==> config.mk <==
export PLATFORM = sky130hd
export DESIGN_NAME = seven_seg_scan_ctrl_flat
export DESIGN_NICKNAME = d
export VERILOG_FILES = /design/src/rtl/seven_seg_scan_ctrl_if.sv /design/src/rtl/seven_seg_scan_ctrl.sv /design/src/flat_wrapper.sv
export SDC_FILE = /design/constraint.sdc
export NUM_CORES = 1
export LEC_CHECK = 0
export CAP_MARGIN = 15
export CORE_ASPECT_RATIO = 0.6
export CORE_MARGIN = 4
export CORE_UTILIZATION = 52
export CTS_BUF_LIST = sky130_fd_sc_hd__clkbuf_8
export CTS_CLUSTER_SIZE = 40
export DETAILED_ROUTE_END_ITERATION = 10
export GPL_TIMING_DRIVEN = 0
export PLACE_DENSITY = 0.9
export RECOVER_POWER = 25
export SYNTH_ARGS = -nofsm -noshare
export SYNTH_HDL_FRONTEND = slang
export SYNTH_SLANG_ARGS = --single-unit
==> constraint.sdc <==
create_clock -name clk -period 2 [get_ports clk]
set_clock_uncertainty 0.1 [all_clocks]
set_input_delay 0.4 -clock clk [delete_from_list [all_inputs] [get_ports clk]]
set_output_delay 0.4 -clock clk [all_outputs]
set_load 0.03 [all_outputs]
==> src/rtl/seven_seg_scan_ctrl_if.sv <==
`default_nettype none
// ============================================================================
//  Module   : seven_seg_scan_ctrl_if
//  Brief    : Load port and decoder-side signals of the seven-segment scan
//             controller. The master side offers display data and observes
//             the scan outputs. The slave side is the controller itself.
//  Revision : 1.0 - initial release
// ============================================================================
interface seven_seg_scan_ctrl_if;
  logic        load_valid;
  logic        load_ready;
  logic [31:0] value;
  logic [7:0]  dp_mask;
  logic [7:0]  digit_en;
  logic        lz_en;
  logic [3:0]  seg_nibble;
  logic [7:0]  an_sel;
  logic        dp_out;
  logic        frame_done;

  modport master (
    output load_valid, value, dp_mask, digit_en, lz_en,
    input  load_ready, seg_nibble, an_sel, dp_out, frame_done
  );

  modport slave (
    input  load_valid, value, dp_mask, digit_en, lz_en,
    output load_ready, seg_nibble, an_sel, dp_out, frame_done
  );
endinterface
`default_nettype wire

==> src/rtl/seven_seg_scan_ctrl.sv <==
`default_nettype none
// ============================================================================
//  Module   : seven_seg_scan_ctrl
//  Brief    : Time-multiplexed scan of an 8-digit seven-segment display.
//             Each digit slot opens with a short all-dark gap (anti-ghosting)
//             and is followed by the on-time. New data is double-buffered and
//             committed only at frame boundaries, so a frame never tears.
//  Revision : 1.0 - initial release
// ============================================================================
module seven_seg_scan_ctrl #(
  parameter int TICK_DIV  = 100000,  // cycles per digit slot (gap + on-time)
  parameter int GHOST_GAP = 16       // dark cycles at the start of each slot
) (
  input  logic                  clk,
  input  logic                  rst,
  seven_seg_scan_ctrl_if.slave  bus
);

  localparam int c_CNT_W = (TICK_DIV > 1) ? $clog2(TICK_DIV) : 1;
  localparam logic [c_CNT_W-1:0] c_SLOT_LAST = c_CNT_W'(TICK_DIV - 1);
  localparam logic [c_CNT_W-1:0] c_GAP_LAST  = c_CNT_W'(GHOST_GAP - 1);

  localparam logic [0:0] c_ST_GAP = 1'b0;
  localparam logic [0:0] c_ST_ON  = 1'b1;

  // Scan position
  logic [0:0]         r_state;
  logic [c_CNT_W-1:0] r_cnt;
  logic [2:0]         r_idx;

  // Active (displayed) and pending (waiting for the frame boundary) buffers
  logic [31:0] r_act_value;
  logic [7:0]  r_act_dp;
  logic [7:0]  r_act_en;
  logic [31:0] r_pend_value;
  logic [7:0]  r_pend_dp;
  logic [7:0]  r_pend_en;
  logic        r_pend;

  // Registered decoder outputs
  logic [3:0]  r_seg_nibble;
  logic [7:0]  r_an_sel;
  logic        r_dp_out;
  logic        r_frame_done;

  logic        w_slot_end;
  logic        w_frame_end;
  logic        w_accept;
  logic [3:0]  w_nib;
  logic        w_dp_bit;
  logic        w_en_bit;
  logic        w_suppress;
  logic [7:0]  w_onehot;
  logic [3:0]  w_next_nibble;
  logic [7:0]  w_next_an;
  logic        w_next_dp;

  assign w_slot_end  = (r_cnt == c_SLOT_LAST);
  assign w_frame_end = w_slot_end && (r_idx == 3'd7);
  // A full pending buffer holds off the source until the next commit.
  assign w_accept    = bus.load_valid && !r_pend;

  assign w_nib    = r_act_value[{r_idx, 2'b00} +: 4];
  assign w_dp_bit = r_act_dp[r_idx];
  assign w_en_bit = r_act_en[r_idx];
  assign w_onehot = 8'b1 << r_idx;
  // Digit is blanked as a leading zero when it and every digit above it is zero.
  assign w_suppress = bus.lz_en && (r_idx != 3'd0) &&
                      ((r_act_value >> {r_idx, 2'b00}) == 32'h0);

  // Decide what the decoder sees for the current scan position
  always_comb begin
    w_next_nibble = w_nib;
    w_next_an     = 8'h00;
    w_next_dp     = 1'b0;
    if (r_state == c_ST_ON) begin
      w_next_dp = w_dp_bit;
      if (w_suppress) begin
        // A blanked digit stays lit only to show its decimal point.
        if (w_dp_bit) begin
          w_next_nibble = 4'hF;
          if (w_en_bit) begin
            w_next_an = w_onehot;
          end
        end
      end else if (w_en_bit) begin
        w_next_an = w_onehot;
      end
    end
  end

  // Slot counter, gap/on state and digit index
  always_ff @(posedge clk) begin
    if (rst) begin
      r_state <= c_ST_GAP;
      r_cnt   <= '0;
      r_idx   <= 3'd0;
    end else begin
      r_cnt <= w_slot_end ? '0 : r_cnt + 1'b1;
      case (r_state)
        c_ST_GAP: begin
          if (r_cnt == c_GAP_LAST) begin
            r_state <= c_ST_ON;
          end
        end
        c_ST_ON: begin
          if (w_slot_end) begin
            r_state <= c_ST_GAP;
            r_idx   <= r_idx + 3'd1;
          end
        end
        default: r_state <= c_ST_GAP;
      endcase
    end
  end

  // Load capture into the pending buffer and commit at the frame boundary
  always_ff @(posedge clk) begin
    if (rst) begin
      r_pend       <= 1'b0;
      r_pend_value <= 32'h0;
      r_pend_dp    <= 8'h00;
      r_pend_en    <= 8'h00;
      r_act_value  <= 32'h0;
      r_act_dp     <= 8'h00;
      r_act_en     <= 8'h00;
    end else begin
      if (w_frame_end && r_pend) begin
        r_act_value <= r_pend_value;
        r_act_dp    <= r_pend_dp;
        r_act_en    <= r_pend_en;
        r_pend      <= 1'b0;
      end
      // Acceptance needs an empty buffer, so it can never collide with a
      // commit; data taken on a boundary edge waits for the next boundary.
      if (w_accept) begin
        r_pend_value <= bus.value;
        r_pend_dp    <= bus.dp_mask;
        r_pend_en    <= bus.digit_en;
        r_pend       <= 1'b1;
      end
    end
  end

  // Register the decoder outputs one cycle behind the scan state
  always_ff @(posedge clk) begin
    if (rst) begin
      r_seg_nibble <= 4'h0;
      r_an_sel     <= 8'h00;
      r_dp_out     <= 1'b0;
      r_frame_done <= 1'b0;
    end else begin
      r_seg_nibble <= w_next_nibble;
      r_an_sel     <= w_next_an;
      r_dp_out     <= w_next_dp;
      r_frame_done <= w_frame_end;
    end
  end

  assign bus.seg_nibble = r_seg_nibble;
  assign bus.an_sel     = r_an_sel;
  assign bus.dp_out     = r_dp_out;
  assign bus.frame_done = r_frame_done;
  assign bus.load_ready = !r_pend;

endmodule
`default_nettype wire

==> src/flat_wrapper.sv <==
// flat-port wrapper written by rule: the top's interface ports become plain ports
module seven_seg_scan_ctrl_flat 
#(
  parameter int TICK_DIV  = 100000,                                          
  parameter int GHOST_GAP = 16                                               
)
  (clk, rst, bus_load_valid, bus_value, bus_dp_mask, bus_digit_en, bus_lz_en, bus_load_ready, bus_seg_nibble, bus_an_sel, bus_dp_out, bus_frame_done);
  seven_seg_scan_ctrl_if bus_i ();
  input  logic clk;
  input  logic rst;
  input wire logic [$bits(bus_i.load_valid)-1:0] bus_load_valid;
  input wire logic [$bits(bus_i.value)-1:0] bus_value;
  input wire logic [$bits(bus_i.dp_mask)-1:0] bus_dp_mask;
  input wire logic [$bits(bus_i.digit_en)-1:0] bus_digit_en;
  input wire logic [$bits(bus_i.lz_en)-1:0] bus_lz_en;
  output wire logic [$bits(bus_i.load_ready)-1:0] bus_load_ready;
  output wire logic [$bits(bus_i.seg_nibble)-1:0] bus_seg_nibble;
  output wire logic [$bits(bus_i.an_sel)-1:0] bus_an_sel;
  output wire logic [$bits(bus_i.dp_out)-1:0] bus_dp_out;
  output wire logic [$bits(bus_i.frame_done)-1:0] bus_frame_done;
  assign bus_i.load_valid = bus_load_valid;
  assign bus_i.value = bus_value;
  assign bus_i.dp_mask = bus_dp_mask;
  assign bus_i.digit_en = bus_digit_en;
  assign bus_i.lz_en = bus_lz_en;
  assign bus_load_ready = bus_i.load_ready;
  assign bus_seg_nibble = bus_i.seg_nibble;
  assign bus_an_sel = bus_i.an_sel;
  assign bus_dp_out = bus_i.dp_out;
  assign bus_frame_done = bus_i.frame_done;
  seven_seg_scan_ctrl #(.TICK_DIV(TICK_DIV), .GHOST_GAP(GHOST_GAP)) u_core (.clk(clk), .rst(rst), .bus(bus_i));
endmodule
==> metrics, run 1 <==
core region area 10100 um^2; Initial Util 0.545; Int Pwr 3.97 mW; clock share of power 0.430; fin crit share 1.16; Crit path required time 2250 ps; Max-cap violations 0; TritonCTS clock tree done; I/O pin cnt 67; post-synthesis cell area 5480 um^2; post-place setup slack -705 ps; combinational power share 0.058; TNS Setup -9770 ps; fin. max-slew vios 0; reg-to-reg slack, setup -330 ps; initial antenna violation count 0; P_sw 1.37 mW; YS warnings 0; worst vdd ir ~0.00054 V; Die Ht just under 90 um; Longest Clk Path Bufs 2; vias per cell roughly 6; pin count of the biggest net entering global routing 17; total number of vias 5412; RSZ-0062 raised after global routing yes; Primary FF master, synth dfxtp_1; DRC 0; Layout area overhead 39.5%; clock sink count 132; Hold Crit Class flop to flop; first-pass GRT wire length 24.4 mm; WP data arrival 2580 ps; clk_lat worst skew 440 ps; slowest cell on the critical path nor3_1; Post-synth EDFFs 0; DIE WIDTH about 140 um; delay-heaviest family, CP simple AND/OR/NAND/NOR gates; CP Cell Sequence buf_6 > clkbuf_16 > nor3_1 > nor3_2 > o41ai_2 > and4b_2 > and3_4 > o21bai_1; status finished, violations left; antenna viol nets, final 0; Synth top cells by count 203 x nand2_1, 132 x dfxtp_1, 101 x a21oi_1; wire per inst around 18 um; grt total ovfl 0; cts bufs inserted 17; Final #Nets roughly 830; Crit Path Max Fanout 6; Port-buffer cells 66; cell count after synthesis 656; CTS root buf clkbuf_8; most frequent cell after synthesis nand2_1; Switching Share 0.257; Final setup viols 64; worst slew pin tran 722 ps; final worst slack -327 ps; failing checks negative setup slack; Fmax 0.430 GHz; Synth top area share 0.482; DP HPWL 10.7 mm; Reg clk slew, reported paths roughly 80 ps; Pleak just under 3 nW; Worst Hold Margin 357 ps; Setup CP Type flop to flop; Tot Pwr roughly 5.3 mW; die area 12300 um^2; H-tree levels 4; gr usage total 0.251; Antenna Cells 0; Post-Route WL 16.6 mm; type of origin of the critical path flop; vias in the first global route approximately 5000; endpoints failing hold 0; Seq/Total Area, Yosys 0.482; Final min period 2330 ps; gpl congestion 1.00; syn avg cell area 8.35 um^2; cell area after placement about 6300 um^2; Crit. End Element flop; FF+latch count, synth between 100 and 150; Post-Layout Inst Area 7640 um^2; unique cell type count in the Yosys netlist 55; pwr dens 699 nW/um^2; top cell type by total area after synthesis dfxtp_1; largest cells by area after synthesis dfxtp_1 48%, nand2_1 14%, a21oi_1 9.2%; num rows 28; Post-synth ARST share 0; Flop pwr share 0.513; layout cell share with drive strength beyond 1 0.282; synthesized net count 715; Rel. slew slack 0.519; crit-path max cell delay 440 ps; Buf/Inv on CP 2; DRT iter0 DRCs 487; Pre-antenna DRT Iters 8
[worst paths after layout]
check / from / to / cells after the start
setup / recovery: u_core.r_idx[0]$_SDFFE_PP0P_ / u_core.bus.seg_nibble[3]$_SDFF_PP0_ / 8
hold / removal: u_core.r_cnt[0]$_SDFF_PP0_ / u_core.r_cnt[0]$_SDFF_PP0_ / 1
setup reg to reg: u_core.r_idx[0]$_SDFFE_PP0P_ / u_core.bus.seg_nibble[3]$_SDFF_PP0_ / 8
hold reg to reg: u_core.r_cnt[0]$_SDFF_PP0_ / u_core.r_cnt[0]$_SDFF_PP0_ / 1
[area by class of cell]
class / count / area (um^2)
fillers: 601 / 2410
plain buffers: 40 / 312
clock inverters: 15 / 169
multi-input cells: 474 / 3100
flip-flops and latches: 132 / 2650
well taps: 135 / 169
repair buffers: 94 / 972
clock buffers: 17 / 234
inverters: 7 / 36.3
[per-stage QoR]
| stage | std cells | utilization |
|---|---|---|
| 2_1_floorplan | 656 | - |
| 3_3_place_gp | 857 | 0.629 |
| 3_5_place_dp | 857 | 0.629 |
| 4_1_cts | 909 | 0.724 |
| 5_1_grt | 914 | 0.760 |
| 6_report | 914 | 0.760 |
[routing by layer]
metal | part of all wire | vias up | wire length (um) | global-route usage
met1 | 0.42 | 2542 | 7040 | 0.352
met5 | 0 | - | 0 | 0
met4 | 0.025 | 0 | 421 | 0.0915
met2 | 0.44 | 343 | 7290 | 0.375
met3 | 0.11 | 68 | 1820 | 0.0675
li1 | - | 2459 | - | -
[state kept, by name, summed over array words and instances (netlist names)]
name,flops
u_core.bus.seg_nibble,4
u_core.r_act_en,8
u_core.r_pend_dp,8
u_core.bus.dp_out,1
u_core.r_cnt,17
u_core.bus.frame_done,1
u_core.r_act_dp,8
u_core.r_state,1
u_core.r_act_value,32
u_core.r_pend_en,8
u_core.r_idx,3
u_core.r_pend,1
u_core.r_pend_value,32
u_core.bus.an_sel,8
[repair_timing]
item | 4_1_cts | 5_1_grt
pin swaps | 83 | 36
endpoints found under the hold margin | 0 | 0
setup endpoints to repair | 106 | 94
setup buffers | 17 | 5
gates resized for setup | 111 | 90
hold buffers | 0 | 0
cloned | 4 | 2
[kinds of logic after synthesis]
group                    synth area share
AND/OR/NAND/NOR                     0.246
buffers and inverters              0.0473
adder cells (fa/ha/maj)            0.0160
AO/OA/AOI/OAI                       0.132
flip-flops                          0.482
XOR/XNOR                           0.0224
multiplexers                       0.0541
[power by group through the flow]
| stage | Sequential [mW] | Combinational, mW | Clock, mW |
|---|---|---|---|
| 3_3_place_gp | 2.78 | 0.277 | 0 |
| 3_5_place_dp | 2.78 | 0.289 | 0 |
| 2_1_floorplan | 2.77 | 0.141 | 0 |
| 5_1_grt | 2.74 | 0.335 | 2.40 |
| 4_1_cts | 2.73 | 0.294 | 2.28 |
| 6_report | 2.74 | 0.307 | 2.29 |
[layout by cell type, fill, tap and decap left out, types with 3 or more instances in the layout]
| master | count |
|---|---|
| a21oi_1 | 54 |
| a21oi_2 | 47 |
| and3_1 | 4 |
| and3_4 | 4 |
| buf_1 | 4 |
| buf_12 | 6 |
| buf_4 | 23 |
| buf_6 | 4 |
| buf_8 | 7 |
| clkbuf_1 | 15 |
| clkbuf_2 | 5 |
| clkbuf_8 | 17 |
| clkdlybuf4s50_1 | 63 |
| clkinvlp_4 | 5 |
| dfxtp_1 | 128 |
| ha_1 | 7 |
| inv_1 | 4 |
| inv_6 | 6 |
| mux2i_1 | 4 |
| mux4_1 | 3 |
| mux4_2 | 6 |
| nand2_1 | 153 |
| nand2_2 | 31 |
| nand2_4 | 19 |
| nand2b_1 | 3 |
| nand3_1 | 10 |
| nand4_1 | 3 |
| nor2_1 | 29 |
| nor2b_1 | 4 |
| nor3_1 | 6 |
| nor3b_1 | 3 |
| nor4_1 | 6 |
| nor4b_2 | 3 |
| o21ai_0 | 4 |
| o21bai_1 | 4 |
| or3_1 | 8 |
| or4_1 | 3 |
| xnor2_1 | 7 |
| xor2_1 | 7 |
No activity file was read; power rests on OpenSTA's default activity.
==> run 2, diff against run 1 <==
CORE_UTILIZATION = 60   (was 52)
CTS_BUF_LIST = sky130_fd_sc_hd__clkbuf_4   (was sky130_fd_sc_hd__clkbuf_8)
PLACE_DENSITY = 0.95   (was 0.9)
clock period = 2.7 ns   (was 2 ns; I/O delays follow)
==> run 2 against run 1 <==
Against the previous run:
- die area shrank 12%
- the flow now finishes without violations
- largest power group unchanged
- first-iteration DRC count grew 9.7%
- sequential power shrank 26%
- critical path depth is the same
- sequential share of layout area grew 5.3 points
- largest cell class is now flip-flops and latches
==> metrics, run 2 (synthesis results as in run 1) <==
DRC 0 (unchanged); Fmax 0.379 GHz (was 0.430 GHz); DRT iter0 DRCs 534 (was 487); Crit Path Max Fanout 10 (was 6); post_cts resized 0 (was 111); Top Registers u_core.r_act_value: 32 flops, u_core.r_pend_value: 32 flops, u_core.r_cnt: 17 flops (unchanged); gr usage total 0.283 (was 0.251); Post-Route WL 14.9 mm (was 16.6 mm); gpl congestion 0.970 (was 1.00); total number of vias 5056 (was 5412); worst vdd ir 0.000379 V (was 0.000543 V); initial antenna violation count 0 (unchanged); worst slew pin tran 624 ps (was 722 ps); vias per cell 5.84 (was 5.92); most frequent cells in the layout 203 x nand2_1, 131 x dfxtp_1, 101 x a21oi_1 (was 153 x nand2_1, 128 x dfxtp_1, 63 x clkdlybuf4s50_1); clock sink count 132 (unchanged); first-pass GRT wire length 23.8 mm (was 24.4 mm); Tot Pwr 3.69 mW (was 5.34 mW); Max-cap violations 0 (unchanged); pwr dens 559 nW/um^2 (was 699 nW/um^2); Final #Nets 800 (was 825); most common cell after layout, fill and taps aside nand2_1 (unchanged); Port-buffer cells 66 (unchanged); Antenna Cells 0 (unchanged); Pre-antenna DRT Iters 7 (was 8); Rel. slew slack 0.584 (was 0.519); cts bufs inserted 17 (unchanged); pin count of the biggest net entering global routing 17 (unchanged); TritonCTS clock tree done (unchanged); Placed Cells 834 (was 857); RSZ-0062 raised after global routing no (was yes); setup bufs post-CTS 0 (was 17); num rows 26 (was 28); fillers 605 (was 601); wire per inst 17.2 um (was 18.1 um); endpoints failing hold 0 (unchanged); H-tree levels 4 (unchanged); CTS root buf clkbuf_4 (was clkbuf_8); DIE WIDTH 131 um (was 141 um); layout cell share with drive strength beyond 1 0.0889 (was 0.282); Longest Clk Path Bufs 2 (unchanged); I/O pin cnt 67 (unchanged); Reg clk slew, reported paths 130 ps (was 80 ps); DP HPWL 11.1 mm (was 10.7 mm); core region area 8690 um^2 (was 10100 um^2); fin crit share 0.978 (was 1.16); status complete, no violations (was finished, violations left); Die Ht 82.0 um (was 87.5 um); clk_lat worst skew 530 ps (was 440 ps); grt total ovfl 0 (unchanged); WP data arrival 2950 ps (was 2580 ps); Pleak 2.41 nW (was 2.93 nW); Crit path required time 3010 ps (was 2250 ps); antenna viol nets, final 0 (unchanged); Layout area overhead 20.5% (was 39.5%); vias in the first global route 4759 (was 4970); Setup CP Type flop to flop (unchanged); Hold Crit Class flop to flop (unchanged); Final min period 2640 ps (was 2330 ps); CTS Hold Bufs 0 (unchanged); Non-Filler Instances 866 (was 914); Initial Util 0.631 (was 0.545); Final setup viols 0 (was 64); fin. max-slew vios 0 (unchanged); type of origin of the critical path flop (unchanged); Crit. End Element flop (unchanged); die area 10800 um^2 (was 12300 um^2)
## run 2: cell type report
type | count | area [um^2] | share of cell area
Tap cell | 112 | 140 | 0.0212
Sequential cell | 132 | 2640 | 0.401
Inverter | 7 | 26.3 | 0.00398
Timing Repair Buffer | 66 | 661 | 0.100
Multi-Input combinational cell | 474 | 2580 | 0.391
Clock inverter | 13 | 173 | 0.0262
Clock buffer | 19 | 143 | 0.0216
Buffer | 43 | 233 | 0.0353
## run 2: metrics by stage
stage / util / hold WS (ps) / setup WS [ps] / cell area [um^2] / setup TNS (ps)
after floorplan: - / 313 / 580 / 5480 / 0
after CTS: 0.759 / 356 / 74.8 / 6590 / 0
after global placement: 0.723 / 323 / -103 / 6280 / -992
after global routing: 0.760 / 381 / 8.44 / 6600 / 0
final: 0.760 / 356 / 59.0 / 6600 / 0
after detailed placement: 0.723 / 337 / -169 / 6280 / -1450
## run 2: worst paths after layout
kind	cells after the start	slack (ps)	endpoint	start
max	8	60	u_core.bus.an_sel[3]$_SDFF_PP0_	u_core.r_idx[0]$_SDFFE_PP0P_
min	1	360	u_core.r_cnt[0]$_SDFF_PP0_	u_core.r_cnt[0]$_SDFF_PP0_
max reg2reg	8	60	u_core.bus.an_sel[3]$_SDFF_PP0_	u_core.r_idx[0]$_SDFFE_PP0P_
min reg2reg	1	360	u_core.r_cnt[0]$_SDFF_PP0_	u_core.r_cnt[0]$_SDFF_PP0_
## run 2: report_power, final
group          internal [mW]  switching (mW)  leakage (nW)  total [mW]
Combinational          0.106           0.112          1.17       0.218
Clock                  0.679           0.774         0.168        1.45
Sequential              1.99          0.0270          1.07        2.02
Total                   2.78           0.913          2.41        3.69
## run 2: routing by layer
metal	GRT usage	up-vias	wire length (um)
met2	0.431	243	6250
met1	0.390	2396	6930
met3	0.0930	21	1510
met5	0	-	0
met4	0.0818	0	194
li1	-	2396	-
## run 2: critical path, cell delays in order (launching register included)
cell,delay (ps)
dfxtp_1,390
buf_4,200
buf_2,240
inv_2,150
o311ai_0,580
a31oi_1,160
and4b_1,310
nand3_1,160
and3_1,230
